**src/rtl/dmem_bus_arbiter_if.sv**
```systemverilog
// Two-core data-memory bus bundle: core request/response side plus the memory side.
// The arbiter attaches through the slave modport; the requesting environment uses master.
interface dmem_bus_arbiter_if #(
    parameter int ADDR_W = 32,
    parameter int DATA_W = 32
);
    logic [1:0]          req;
    logic [1:0]          we;
    logic [2*ADDR_W-1:0] addr;
    logic [2*DATA_W-1:0] wdata;
    logic [1:0]          done;
    logic [DATA_W-1:0]   rdata;
    logic                mem_en;
    logic                mem_we;
    logic [ADDR_W-1:0]   mem_addr;
    logic [DATA_W-1:0]   mem_wdata;
    logic [DATA_W-1:0]   mem_rdata;
    logic [1:0]          inv_valid;
    logic [ADDR_W-1:0]   inv_addr;

    modport slave (
        input  req, we, addr, wdata, mem_rdata,
        output done, rdata, mem_en, mem_we, mem_addr, mem_wdata, inv_valid, inv_addr
    );

    modport master (
        output req, we, addr, wdata, mem_rdata,
        input  done, rdata, mem_en, mem_we, mem_addr, mem_wdata, inv_valid, inv_addr
    );
endinterface

```
**src/rtl/dmem_bus_arbiter.sv**
```systemverilog
// Round-robin arbiter giving two cores access to one data memory port (IDLE/ACCESS/RESP).
// Define SNOOP_INV_EN to pulse a snoop-invalidate to the other core on a granted store.
module dmem_bus_arbiter #(
    parameter int ADDR_W  = 32,
    parameter int DATA_W  = 32,
    parameter int MEM_LAT = 2
) (
    input  logic               clk,
    input  logic               reset,
    dmem_bus_arbiter_if.slave  bus
);
    typedef enum logic [1:0] {IDLE, ACCESS, RESP} state_e;

    localparam logic [3:0] CNT_INIT = 4'(MEM_LAT - 1);

    state_e              state_q;
    logic                rr_q;
    logic                gnt_q;
    logic [3:0]          cnt_q;
    logic [1:0]          done_q;
    logic [DATA_W-1:0]   rdata_q;
    logic                mem_en_q;
    logic                mem_we_q;
    logic [ADDR_W-1:0]   mem_addr_q;
    logic [DATA_W-1:0]   mem_wdata_q;
    logic [1:0]          inv_valid_q;
    logic [ADDR_W-1:0]   inv_addr_q;

    logic                gnt_d;
    logic [ADDR_W-1:0]   addr_d;
    logic [DATA_W-1:0]   wdata_d;

    // rr_q only breaks ties; a lone requester always wins.
    always_comb begin
        gnt_d   = (bus.req == 2'b11) ? rr_q : bus.req[1];
        addr_d  = gnt_d ? bus.addr[ADDR_W +: ADDR_W]  : bus.addr[0 +: ADDR_W];
        wdata_d = gnt_d ? bus.wdata[DATA_W +: DATA_W] : bus.wdata[0 +: DATA_W];
    end

    always_ff @(posedge clk) begin
        if (reset) begin
            state_q     <= IDLE;
            rr_q        <= 1'b0;
            gnt_q       <= 1'b0;
            cnt_q       <= '0;
            done_q      <= '0;
            rdata_q     <= '0;
            mem_en_q    <= 1'b0;
            mem_we_q    <= 1'b0;
            mem_addr_q  <= '0;
            mem_wdata_q <= '0;
            inv_valid_q <= '0;
            inv_addr_q  <= '0;
        end else begin
            case (state_q)
                IDLE: begin
                    if (|bus.req) begin
                        gnt_q       <= gnt_d;
                        mem_en_q    <= 1'b1;
                        mem_we_q    <= bus.we[gnt_d];
                        mem_addr_q  <= addr_d;
                        mem_wdata_q <= wdata_d;
                        cnt_q       <= CNT_INIT;
                        state_q     <= ACCESS;
`ifdef SNOOP_INV_EN
                        // Invalidate goes to the core that did not issue the store.
                        inv_valid_q <= bus.we[gnt_d] ? (gnt_d ? 2'b01 : 2'b10) : 2'b00;
                        inv_addr_q  <= bus.we[gnt_d] ? addr_d : '0;
`endif
                    end
                end
                ACCESS: begin
                    inv_valid_q <= '0;
                    inv_addr_q  <= '0;
                    if (cnt_q == 4'd0) begin
                        mem_en_q    <= 1'b0;
                        mem_we_q    <= 1'b0;
                        mem_addr_q  <= '0;
                        mem_wdata_q <= '0;
                        rdata_q     <= bus.mem_rdata;
                        done_q      <= gnt_q ? 2'b10 : 2'b01;
                        state_q     <= RESP;
                    end else begin
                        cnt_q <= cnt_q - 4'd1;
                    end
                end
                RESP: begin
                    done_q  <= '0;
                    rr_q    <= ~gnt_q;
                    state_q <= IDLE;
                end
                default: state_q <= IDLE;
            endcase
        end
    end

    assign bus.done      = done_q;
    assign bus.rdata     = rdata_q;
    assign bus.mem_en    = mem_en_q;
    assign bus.mem_we    = mem_we_q;
    assign bus.mem_addr  = mem_addr_q;
    assign bus.mem_wdata = mem_wdata_q;
    assign bus.inv_valid = inv_valid_q;
    assign bus.inv_addr  = inv_addr_q;
endmodule

```
**src/flat_wrapper.sv**
```systemverilog
// flat-port wrapper written by rule: the top's interface ports become plain ports
module dmem_bus_arbiter_flat 
#(
    parameter int ADDR_W  = 32,
    parameter int DATA_W  = 32,
    parameter int MEM_LAT = 2
)
  (clk, reset, bus_req, bus_we, bus_addr, bus_wdata, bus_mem_rdata, bus_done, bus_rdata, bus_mem_en, bus_mem_we, bus_mem_addr, bus_mem_wdata, bus_inv_valid, bus_inv_addr);
  dmem_bus_arbiter_if #(.ADDR_W(ADDR_W), .DATA_W(DATA_W)) bus_i ();
  input  logic clk;
  input  logic reset;
  input wire logic [$bits(bus_i.req)-1:0] bus_req;
  input wire logic [$bits(bus_i.we)-1:0] bus_we;
  input wire logic [$bits(bus_i.addr)-1:0] bus_addr;
  input wire logic [$bits(bus_i.wdata)-1:0] bus_wdata;
  input wire logic [$bits(bus_i.mem_rdata)-1:0] bus_mem_rdata;
  output wire logic [$bits(bus_i.done)-1:0] bus_done;
  output wire logic [$bits(bus_i.rdata)-1:0] bus_rdata;
  output wire logic [$bits(bus_i.mem_en)-1:0] bus_mem_en;
  output wire logic [$bits(bus_i.mem_we)-1:0] bus_mem_we;
  output wire logic [$bits(bus_i.mem_addr)-1:0] bus_mem_addr;
  output wire logic [$bits(bus_i.mem_wdata)-1:0] bus_mem_wdata;
  output wire logic [$bits(bus_i.inv_valid)-1:0] bus_inv_valid;
  output wire logic [$bits(bus_i.inv_addr)-1:0] bus_inv_addr;
  assign bus_i.req = bus_req;
  assign bus_i.we = bus_we;
  assign bus_i.addr = bus_addr;
  assign bus_i.wdata = bus_wdata;
  assign bus_i.mem_rdata = bus_mem_rdata;
  assign bus_done = bus_i.done;
  assign bus_rdata = bus_i.rdata;
  assign bus_mem_en = bus_i.mem_en;
  assign bus_mem_we = bus_i.mem_we;
  assign bus_mem_addr = bus_i.mem_addr;
  assign bus_mem_wdata = bus_i.mem_wdata;
  assign bus_inv_valid = bus_i.inv_valid;
  assign bus_inv_addr = bus_i.inv_addr;
  dmem_bus_arbiter #(.ADDR_W(ADDR_W), .DATA_W(DATA_W), .MEM_LAT(MEM_LAT)) u_core (.clk(clk), .reset(reset), .bus(bus_i));
endmodule
```
**config.mk**
```make
export PLATFORM = sky130hd
export DESIGN_NAME = dmem_bus_arbiter_flat
export DESIGN_NICKNAME = d
export VERILOG_FILES = /design/src/rtl/dmem_bus_arbiter_if.sv /design/src/rtl/dmem_bus_arbiter.sv /design/src/flat_wrapper.sv
export SDC_FILE = /design/constraint.sdc
export NUM_CORES = 1
export LEC_CHECK = 0
export CAP_MARGIN = 20
export CORE_MARGIN = 2
export CORE_UTILIZATION = 38
export CTS_CLUSTER_SIZE = 12
export DETAILED_ROUTE_END_ITERATION = 12
export GPL_TIMING_DRIVEN = 0
export PLACE_DENSITY = 0.85
export REMOVE_ABC_BUFFERS = 1
export SLEW_MARGIN = 20
export SYNTH_ARGS = -nofsm -noshare
export SYNTH_HDL_FRONTEND = slang
export SYNTH_SLANG_ARGS = --single-unit
export TNS_END_PERCENT = 20
```
**constraint.sdc**
```tcl
create_clock -name clk -period 2.07 [get_ports clk]
set_input_delay 0.414 -clock clk [delete_from_list [all_inputs] [get_ports clk]]
set_output_delay 0.414 -clock clk [all_outputs]
set_load 0.1 [all_outputs]
```
==> results of run 1 <==
## Yosys cell counts (all sizes together)
cell type  number  area (um2)
and2            1        6.26
nand2          68         258
nor3            2        10.0
a211o           1        8.76
nor2            6        22.5
buf            65         449
conb            1        3.75
a211oi          1        7.51
nand4b         65         569
and2b           1        8.76
a31oi           1        6.26
nor3b           1        18.8
ha              2        25.0
nor4            1        6.26
a311oi          1        8.76
mux2i          65         651
inv             3        11.3
nand3           2        10.0
dfxtp         108        2160
a21oi          37         185
nand2b          5        31.3
or3b            1        8.76
xnor2           1        8.76
o21ai          68         348
o2bb2ai         1        8.76
o22ai           1        6.26
or2             2        12.5
clkbuf         17        63.8
## final timing paths
kind / from / endpoint / slack [ns] / cells after the start
worst min register to register: u_core.bus.rdata[3] / u_core.bus.rdata[3] / 0.45 / 2
worst max-delay path: bus_req[0] / u_core.bus.mem_wdata[17] / 0.07 / 7
worst max register to register: u_core.cnt_q[0] / u_core.bus.mem_addr[25] / 0.11 / 7
worst min-delay path: u_core.bus.rdata[3] / u_core.bus.rdata[3] / 0.45 / 2
## through the flow
step / setup TNS, ns / utilization [%]
floorplan: -89.57 / -
global placement: -264.99 / 58.6
detailed placement: -39.50 / 60.2
CTS: 0 / 61.5
global route: -0.0200 / 61.6
finish: 0 / 61.6
## cell families after synthesis
| logic type | count (synthesis) |
|---|---|
| other | 1 |
| muxes | 65 |
| AOI/OAI and AO/OA | 111 |
| xor gates and xnor gates | 1 |
| buffers and inverters | 85 |
| DFF | 108 |
| and+or+nand+nor | 155 |
| adders and majority gates | 2 |
## routing by layer
layer / up-vias / global-route usage, % / share of wire (%)
met3: 30 / 6.78 / 8.6
met4: 0 / 8.58 / 2.6
met2: 217 / 37.9 / 51
li1: 2274 / - / -
met1: 2271 / 22.9 / 38
met5: - / 0 / 0
## critical path, stage by stage
cell,delay [ns]
sky130_fd_sc_hd__dlygate4sd2_1,0.27
sky130_fd_sc_hd__inv_1,0.09
sky130_fd_sc_hd__o21ai_4,0.60
sky130_fd_sc_hd__buf_16,0.25
sky130_fd_sc_hd__buf_16,0.20
sky130_fd_sc_hd__mux2i_1,0.27
sky130_fd_sc_hd__o21ai_1,0.08
## flip-flops by register name (all words and copies together) (netlist names)
name / flops
u_core.bus.done: 2
u_core.bus.mem_addr: 32
u_core.bus.mem_en: 1
u_core.bus.mem_wdata: 32
u_core.bus.mem_we: 1
u_core.bus.rdata: 32
u_core.cnt_q: 4
u_core.gnt_q: 1
u_core.rr_q: 1
u_core.state_q: 2
## power by group
group | internal (mW) | total (mW) | switching (mW)
logic | 0.966 | 4.26 | 3.29
registers | 2.39 | 2.56 | 0.167
clock network | 0.965 | 1.69 | 0.724
## layout by cell type (no fill, tap or decap), drive strengths merged, types with 2 or more instances in the layout
| master | n |
|---|---|
| dlygate4sd2 | 102 |
| nor2 | 6 |
| ha | 2 |
| inv | 3 |
| nor3 | 2 |
| a21oi | 37 |
| o21ai | 68 |
| clkbuf | 13 |
| dfxtp | 108 |
| nand3 | 2 |
| clkdlybuf4s50 | 162 |
| nand2b | 5 |
| buf | 8 |
| nand2 | 68 |
| or2 | 3 |
| nand4b | 65 |
| mux2i | 65 |
| conb | 34 |
## what timing repair did
item	CTS	global route
resized for setup	103	2
pin swaps	0	0
endpoints found under the setup margin	200	22
gates cloned	0	1
buffers inserted	0	0
## area by class of cell
| class | instances | area share (%) |
|---|---|---|
| flip-flops and latches | 108 | 27.8 |
| clock buffers | 13 | 3.22 |
| clock inverters | 2 | 0.451 |
| well taps | 172 | 2.77 |
| repair buffers | 272 | 34.8 |
| inverters | 3 | 0.145 |
| multi-input cells | 369 | 30.8 |
==> metrics.csv, run 1 <==
metric;value;unit
run_status;completed;
via_count;4792;
post-place-ws;-0.558;ns
power-per-cell-area;1090;nW/um2
port_buffers;265;
die_w;118;um
layout.filler_cells;1087;
synth-seq-cells;108;
worst_slack;0.0743;ns
worst_slew_margin_rel;31.4;%
placeableCoreArea;12600;um2
grt_pass1_vias;4764;
post_synthesis_simple_gate_area_fraction;19.6;%
site_rows;41;
avgSynthCellArea;9.31;um2
groute.usage.overall;21.1;%
multi_input_area;2390;um2
cts_hold_buf;0;
grt_start_max_net_pins;69;
path_clk_slew;0.07;ns
first_iter_violations;278;
antenna_found_initial;0;
ctsRootBufferMaster;sky130_fd_sc_hd__clkbuf_16;
synth.yosys.warnings;0;
area_growth_syn_to_layout;58.2;%
layout.cell_area.non_filler;7770;um2
timing_hold_violations_final;0;
rsz0062_at_grt;true;
wl_per_cell;16.4;um
static-leakage-power;3.52;nW
timing.final.crit_period;2.00;ns
setup_violations;0;
detailed_place_hpwl;11.1;mm
power.total;8.51;mW
cts-buffers-inserted;9;
cp.arrival;2.20;ns
detail_route.vias_per_cell;5.10;
cts_num_sinks;108;
seq_area;2160;um2
dieArea;13900;um2
drc;0;
htreeDepth;3;
globalplace.congestion;0.798;
clk_latency_worst_skew_pair;0.34;ns
tightestPinTransition;1.03;ns
grt.overflow.total;0;
muxShareOfSynthArea;13.2;%
place_area;7600;um2
cp-end-kind;register;
drive_above_1_share;3.78;%
dp_cells;923;
fin_cells;939;
yosys.area_share.adder;0.509;%
clock_tree.buffer_depth;2;
synth_top_family_by_area;simple AND/OR/NAND/NOR gates;
synthCells;528;
postRouteWirelength;15.4;mm
drt_first_pass_iters;4;
floorplan.die.height;118;um
required_arrival_time_at_the_worst_endpoint;2.27;ns
yosys.area_share.xor_xnor;0.178;%
startpoint_types;primary input;
num_io_pins;300;
timing.hold.worst.class;register to register;
nets;931;
synth-seq-area-share;44.0;%
setup.worst_path.class;primary input to register;
hold_ws;0.453;ns
cts_tree;yes;
post_synth_instance_area;4920;um2
number_of_unique_standard_cell_types_used_by_synthesis;35;
fraction_of_the_mapped_netlist_area_in_compound_gates;11.8;%
first_pass_grt_wire_length;23.8;mm
crit_fanout;20;
worst_clock_skew;0.00664;ns
max-cap-violations;0;
initial_utilization;39.0;%
fmaxAchievable;501;MHz
timing.final.max_slew_violations;0;
num_antenna_cells;0;
timing.final.crit_share;96.4;%
peak_ir_drop_on_the_vdd_network;0.541;mV
final_antenna_net_count;0;
No activity file was read; power rests on OpenSTA's default activity.
==> inputs of run 2 (changes only) <==
--- a/config.mk
+++ b/config.mk
@@ -13,6 +13,7 @@
 export GPL_TIMING_DRIVEN = 0
 export PLACE_DENSITY = 0.85
 export REMOVE_ABC_BUFFERS = 1
+export SETUP_SLACK_MARGIN = 0.5
 export SLEW_MARGIN = 20
 export SYNTH_ARGS = -nofsm -noshare
 export SYNTH_HDL_FRONTEND = slang
==> run 2 against run 1 <==
Net effect:
- first-iteration DRC count rose by 12%
- routed wire length rose by 20%
- clock power barely moved
- sequential cell count did not move
- critical endpoint is now bus_mem_addr[21]
- highest routed layer unchanged
==> metrics.csv, run 2 (synthesis gave the netlist of run 1 again) <==
metric;value;unit;change
run_status;completed;;unchanged
crit_fanout;2;;was 20
placeableCoreArea;12600;um2;unchanged
grt.overflow.total;0;;unchanged
static-leakage-power;3.43;nW;was 3.52 nW
hold_ws;0.457;ns;was 0.453 ns
timing.final.crit_share;80.7;%;was 96.4%
startpoint_types;register;;was primary input
grt_pass1_vias;5180;;was 4764
port_buffers;265;;unchanged
setup_violations;0;;unchanged
detail_route.vias_per_cell;5.28;;was 5.10
first_iter_violations;310;;was 278
setup.worst_path.class;register to primary output;;was primary input to register
globalplace.congestion;0.798;;unchanged
cp-end-kind;primary output;;was register
worst_slew_margin_rel;61.8;%;was 31.4%
nets;960;;was 931
groute.usage.overall;24.3;%;was 21.1%
tightestPinTransition;0.576;ns;was 1.03 ns
clock_tree.buffer_depth;2;;unchanged
area_growth_syn_to_layout;68.5;%;was 58.2%
via_count;5112;;was 4792
part_of_the_total_power_dissipated_in_combinational_logic;53.3;%;was 50.0%
finalCoreUtilization;65.6;%;was 61.6%
cts_num_sinks;108;;unchanged
layout_commonest_cell;sky130_fd_sc_hd__clkdlybuf4s50_1;;unchanged
postRouteWirelength;18.4;mm;was 15.4 mm
first_pass_grt_wire_length;26.7;mm;was 23.8 mm
site_rows;41;;unchanged
fin_cells;968;;was 939
timing.hold.worst.class;register to register;;unchanged
drt_first_pass_iters;7;;was 4
dieArea;13900;um2;unchanged
path_clk_slew;0.07;ns;about the same
p_seq_share;28.1;%;was 30.1%
drc;0;;unchanged
initial_utilization;39.0;%;unchanged
mostFrequentLayoutCells;162 x sky130_fd_sc_hd__clkdlybuf4s50_1, 106 x sky130_fd_sc_hd__dfxtp_1, 67 x sky130_fd_sc_hd__nand2_1, 65 x sky130_fd_sc_hd__nand4b_1, 63 x sky130_fd_sc_hd__mux2i_1;;was 162 x sky130_fd_sc_hd__clkdlybuf4s50_1, 108 x sky130_fd_sc_hd__dfxtp_1, 102 x sky130_fd_sc_hd__dlygate4sd2_1, 67 x sky130_fd_sc_hd__nand2_1
cell_breakdown_of_the_critical_path;clkdlybuf4s15_2;;was dlygate4sd2_1 -> inv_1 -> o21ai_4 -> buf_16 -> buf_16 -> mux2i_1 -> o21ai_1
ctsRootBufferMaster;sky130_fd_sc_hd__clkbuf_16;;unchanged
timing.final.crit_period;1.67;ns;was 2.00 ns
timing.critical_path.max_delay_family;buffers and inverters;;unchanged
num_io_pins;300;;unchanged
floorplan.die.height;118;um;unchanged
slowest_stage;sky130_fd_sc_hd__clkdlybuf4s15_2;;was sky130_fd_sc_hd__o21ai_4
wl_per_cell;19.0;um;was 16.4 um
critical_path.max_stage_delay;0.57;ns;was 0.60 ns
rsz0062_at_grt;true;;unchanged
cts-buffers-inserted;9;;unchanged
die_w;118;um;unchanged
cts_tree;yes;;unchanged
grt_start_max_net_pins;61;;was 69
critPathLaunch;u_core.bus.mem_addr[21];;was bus_req[0]
max-cap-violations;0;;unchanged
timing.final.max_slew_violations;0;;unchanged
critical_path_buf_inv_count;1;;was 4
detailed_place_hpwl;11.1;mm;unchanged
htreeDepth;3;;unchanged
final_antenna_net_count;0;;unchanged
antenna_found_initial;0;;unchanged
post_route_setup_tns;0;ns;unchanged
dp_cells;923;;unchanged
regToRegStartpoint;u_core.cnt_q[0];;unchanged
clk_latency_worst_skew_pair;0.34;ns;about the same
cp.arrival;1.26;ns;was 2.20 ns
worst_clock_skew;0.00607;ns;was 0.00664 ns
power_frac_clock;18.6;%;was 19.9%
drive_above_1_share;21.1;%;was 3.78%
internal_power;4.72;mW;was 4.33 mW
timing_hold_violations_final;0;;unchanged
power-per-cell-area;1110;nW/um2;was 1090 nW/um2
required_arrival_time_at_the_worst_endpoint;1.66;ns;was 2.27 ns
peak_ir_drop_on_the_vdd_network;0.534;mV;was 0.541 mV
fraction_of_power_spent_switching_nets;48.7;%;was 49.2%
num_antenna_cells;0;;unchanged
total_switching_power;4.47;mW;was 4.18 mW
worstHoldStart;u_core.bus.mem_en;;was u_core.bus.rdata[3]
fmaxAchievable;599;MHz;was 501 MHz
[run 2: changes by cell type in the layout (fill, tap and decap cells not counted), moves of 3 or more]
cell                              change
sky130_fd_sc_hd__dlygate4sd2_1      -102
sky130_fd_sc_hd__clkdlybuf4s15_2     +56
sky130_fd_sc_hd__or2_4                +3
sky130_fd_sc_hd__buf_4               +11
sky130_fd_sc_hd__clkbuf_16            +3
sky130_fd_sc_hd__buf_2               +20
sky130_fd_sc_hd__clkdlybuf4s18_2     +17
sky130_fd_sc_hd__buf_6                +4
sky130_fd_sc_hd__clkbuf_4             +7
[run 2: power by group through the flow]
stage / logic, mW / clock network, mW / registers (mW)
floorplan: 1.05 / 0 / 4.66
global placement: 4.25 / 0 / 2.59
detailed placement: 4.42 / 0 / 2.61
CTS: 4.67 / 1.73 / 2.58
global route: 5.05 / 1.81 / 2.61
finish: 4.90 / 1.71 / 2.58
[run 2: worst paths after layout]
kind / slack (ns) / cells after the start / end
setup reg to reg: 0.43 / 8 / u_core.cnt_q[3]
hold reg to reg: 0.46 / 2 / u_core.bus.mem_en
hold / removal: 0.46 / 2 / u_core.bus.mem_en
setup / recovery: 0.40 / 1 / bus_mem_addr[21]
[run 2: final cells by class]
class	instances	area, um2
Clock buffer	13	250
Clock inverter	2	35.0
Fill cell	1001	4340
Inverter	3	13.8
Multi-Input combinational cell	375	2490
Sequential cell	108	2160
Tap cell	172	215
Timing Repair Buffer	295	3120
[run 2: metrics by stage]
stage | area [um2] | total power [mW] | setup WS (ns)
2_1_floorplan | 4530 | 5.71 | -1.37
3_3_place_gp | 7390 | 6.84 | -3.30
3_5_place_dp | 7600 | 7.04 | -0.558
4_1_cts | 8250 | 8.98 | 0.389
5_1_grt | 8280 | 9.47 | 0.375
6_report | 8280 | 9.19 | 0.400
[run 2: routing by layer]
layer  global-route usage (%)  wire, um  part of all wire, %
met4                     10.4       520                  2.8
met2                     44.2      9280                   51
met3                     7.36      1610                  8.7
met5                        0         0                    0
met1                     25.9      6960                   38
[run 2: repair_timing]
| item | CTS | global route |
|---|---|---|
| setup endpoints to repair | 204 | 199 |
| resized for setup | 345 | 60 |
| gates cloned | 8 | 7 |
| pin swaps | 7 | 3 |
| buffers inserted | 12 | 3 |
| hold buffers | 0 | 0 |
[run 2: worst register-to-register path, cell delays in order, from the launching register on]
cell	delay [ns]
sky130_fd_sc_hd__dfxtp_2	0.36
sky130_fd_sc_hd__inv_4	0.05
sky130_fd_sc_hd__ha_4	0.15
sky130_fd_sc_hd__nor3b_4	0.15
sky130_fd_sc_hd__buf_6	0.14
sky130_fd_sc_hd__buf_6	0.11
sky130_fd_sc_hd__or3b_4	0.38
sky130_fd_sc_hd__o22ai_2	0.11
sky130_fd_sc_hd__o2bb2ai_1	0.13
==> inputs of run 3 (changes only) <==
==> constraint.sdc (replaced) <==
create_clock -name clk -period 1.7 [get_ports clk]
set_input_delay 0.34 -clock clk [delete_from_list [all_inputs] [get_ports clk]]
set_output_delay 0.34 -clock clk [all_outputs]
set_load 0.1 [all_outputs]
==> run 3 against run 2 <==
Net effect:
- the flow now finishes with violations (negative setup slack)
- routed wire length is 27% higher
- combinational power is 55% higher
- non-clock buffer count is 16 higher
- register-to-register slack worse by 0.48 ns
- critical path type is now register to register
- largest power group unchanged
- highest routed layer unchanged
==> metrics.csv, run 3 (synthesis gave the netlist of run 1 again) <==
metric;value;unit;change
run_status;finished, violations left;;was completed
violated_checks;negative setup slack;;
hold-path-cell-count;2;;unchanged
area_growth_syn_to_layout;98.8;%;was 68.5%
layout.filler_cells;697;;was 1001
mostFrequentLayoutCells;162 x sky130_fd_sc_hd__clkdlybuf4s50_1, 86 x sky130_fd_sc_hd__buf_12, 65 x sky130_fd_sc_hd__nand4b_1, 64 x sky130_fd_sc_hd__dfxtp_2, 63 x sky130_fd_sc_hd__mux2i_1;;was 162 x sky130_fd_sc_hd__clkdlybuf4s50_1, 106 x sky130_fd_sc_hd__dfxtp_1, 67 x sky130_fd_sc_hd__nand2_1, 65 x sky130_fd_sc_hd__nand4b_1, 63 x sky130_fd_sc_hd__mux2i_1
num_io_pins;300;;unchanged
setup.worst_path.class;register to register;;was register to primary output
final_antenna_net_count;0;;unchanged
site_rows;41;;unchanged
nets;982;;was 960
antenna_found_initial;0;;unchanged
cts-buffers-inserted;9;;unchanged
floorplan.die.height;118;um;unchanged
postRouteWirelength;23.3;mm;was 18.4 mm
drt_first_pass_iters;5;;was 7
ctsRootBufferMaster;sky130_fd_sc_hd__clkbuf_16;;unchanged
worst_clock_skew;0.00697;ns;was 0.00607 ns
post_route_setup_tns;-0.109;ns;was 0 ns
timing.final.crit_share;103;%;
cts_num_sinks;108;;unchanged
peak_ir_drop_on_the_vdd_network;0.654;mV;was 0.534 mV
timing.hold.worst.class;primary input to register;;was register to register
cts_hold_buf;0;;unchanged
setup_violations;10;;was 0
fmaxAchievable;573;MHz;
grt_start_max_net_pins;61;;unchanged
globalplace.congestion;0.798;;unchanged
port_buffers;265;;unchanged
finalCoreUtilization;77.4;%;was 65.6%
regToRegStartpoint;u_core.cnt_q[0];;unchanged
worst_slew_margin_rel;62.1;%;was 61.8%
clock_tree.buffer_depth;2;;unchanged
cts_tree;yes;;unchanged
timing.final.max_slew_violations;0;;unchanged
power-per-cell-area;1340;nW/um2;was 1110 nW/um2
drive_above_1_share;35.9;%;was 21.1%
max-cap-violations;0;;unchanged
path_clk_slew;0.07;ns;about the same
first_iter_violations;440;;was 310
tightestPinTransition;0.571;ns;was 0.576 ns
htreeDepth;3;;unchanged
grt_pass1_vias;5584;;was 5180
timing_hold_violations_final;0;;unchanged
place_area;7600;um2;unchanged
static-leakage-power;4.02;nW;was 3.43 nW
initial_utilization;39.0;%;unchanged
layout.cell_area.non_filler;9770;um2;was 8280 um2
clk_latency_worst_skew_pair;0.35;ns;was 0.34 ns
drc;0;;unchanged
worstHoldStart;reset;;was u_core.bus.mem_en
first_pass_grt_wire_length;30.5;mm;was 26.7 mm
placeableCoreArea;12600;um2;unchanged
wl_per_cell;23.5;um;was 19.0 um
startpoint_types;register;;unchanged
cp-end-kind;register;;was primary output
timing.final.crit_period;1.75;ns;
rsz0062_at_grt;true;;unchanged
detail_route.vias_per_cell;5.58;;was 5.28
grt.overflow.total;0;;unchanged
detailed_place_hpwl;11.1;mm;unchanged
groute.usage.overall;28.0;%;was 24.3%
layout_commonest_cell;sky130_fd_sc_hd__clkdlybuf4s50_1;;unchanged
num_antenna_cells;0;;unchanged
die_w;118;um;unchanged
required_arrival_time_at_the_worst_endpoint;1.92;ns;was 1.66 ns
ff2ff_path_depth;10;;was 8
cp.arrival;1.96;ns;was 1.26 ns
worst_slack;-0.0464;ns;was 0.400 ns
critPathLaunch;u_core.cnt_q[0];;was u_core.bus.mem_addr[21]
via_count;5521;;was 5112
dieArea;13900;um2;unchanged
crit_fanout;7;;was 2
==> run 3: cell types whose count changed in the layout (fill, tap and decap cells not counted), moves of 16 or more <==
cell / delta
sky130_fd_sc_hd__dfxtp_1: -65
sky130_fd_sc_hd__buf_2: -16
sky130_fd_sc_hd__a21oi_1: -16
sky130_fd_sc_hd__buf_12: +83
sky130_fd_sc_hd__a21oi_2: +16
sky130_fd_sc_hd__nand2_1: -23
sky130_fd_sc_hd__nand2_4: +21
sky130_fd_sc_hd__clkdlybuf4s15_2: -47
sky130_fd_sc_hd__dfxtp_2: +62
==> run 3: path summary, 6_finish.rpt <==
path | end | slack (ns)
hold reg to reg | u_core.bus.mem_en | 0.48
hold / removal | u_core.state_q[1] | 0.47
setup reg to reg | u_core.bus.rdata[12] | -0.05
setup / recovery | u_core.bus.rdata[12] | -0.05
==> run 3: power breakdown <==
group          internal, mW  total [mW]  switching, mW
sequential             2.97        3.42          0.453
clock                  1.18        2.11          0.936
combinational          2.83        7.60           4.76
==> run 3: repair_timing <==
| action | in CTS | in global routing |
|---|---|---|
| endpoints found under the hold margin | 0 | 0 |
| setup endpoints to repair | 207 | 207 |
| gates resized for setup | 409 | 652 |
| cloned | 19 | 6 |
| pin swaps | 17 | 39 |
| setup buffers | 25 | 2 |
==> run 3: per-stage QoR <==
stage               setup slack [ns]  hold WS, ns  power [mW]  instances
global route                  -0.112        0.488        13.4        990
detailed placement            -0.854        0.447        8.57        923
global placement               -3.59        0.441        8.33        916
floorplan                      -1.66        0.409        6.95        479
CTS                           0.0611        0.433        11.7        982
finish                       -0.0464        0.470        13.1        990
==> run 3: layer usage <==
metal	routed length, um	global-route usage [%]
met5	0	0
met4	1310	12.2
met3	2090	6.83
met2	11600	52.1
met1	8310	29.8
==> run 3: critical path: stages, from the launching register on <==
cell and delay [ns]:
sky130_fd_sc_hd__dfxtp_2 0.34, sky130_fd_sc_hd__inv_4 0.06, sky130_fd_sc_hd__ha_4 0.13, sky130_fd_sc_hd__nor3b_4 0.22, sky130_fd_sc_hd__buf_6 0.16, sky130_fd_sc_hd__buf_12 0.12, sky130_fd_sc_hd__nand2_8 0.11, sky130_fd_sc_hd__buf_12 0.17
sky130_fd_sc_hd__buf_16 0.14, sky130_fd_sc_hd__nand2_4 0.07, sky130_fd_sc_hd__a21oi_1 0.09
==> run 3: area by class of cell <==
type	count	area, um2	share of cell area [%]
clock buffers	13	250	2.56
flip-flops and latches	108	2250	23.1
well taps	172	215	2.20
clock inverters	2	35.0	0.359
inverters	3	13.8	0.141
repair buffers	311	4230	43.2
multi-input cells	381	2780	28.4
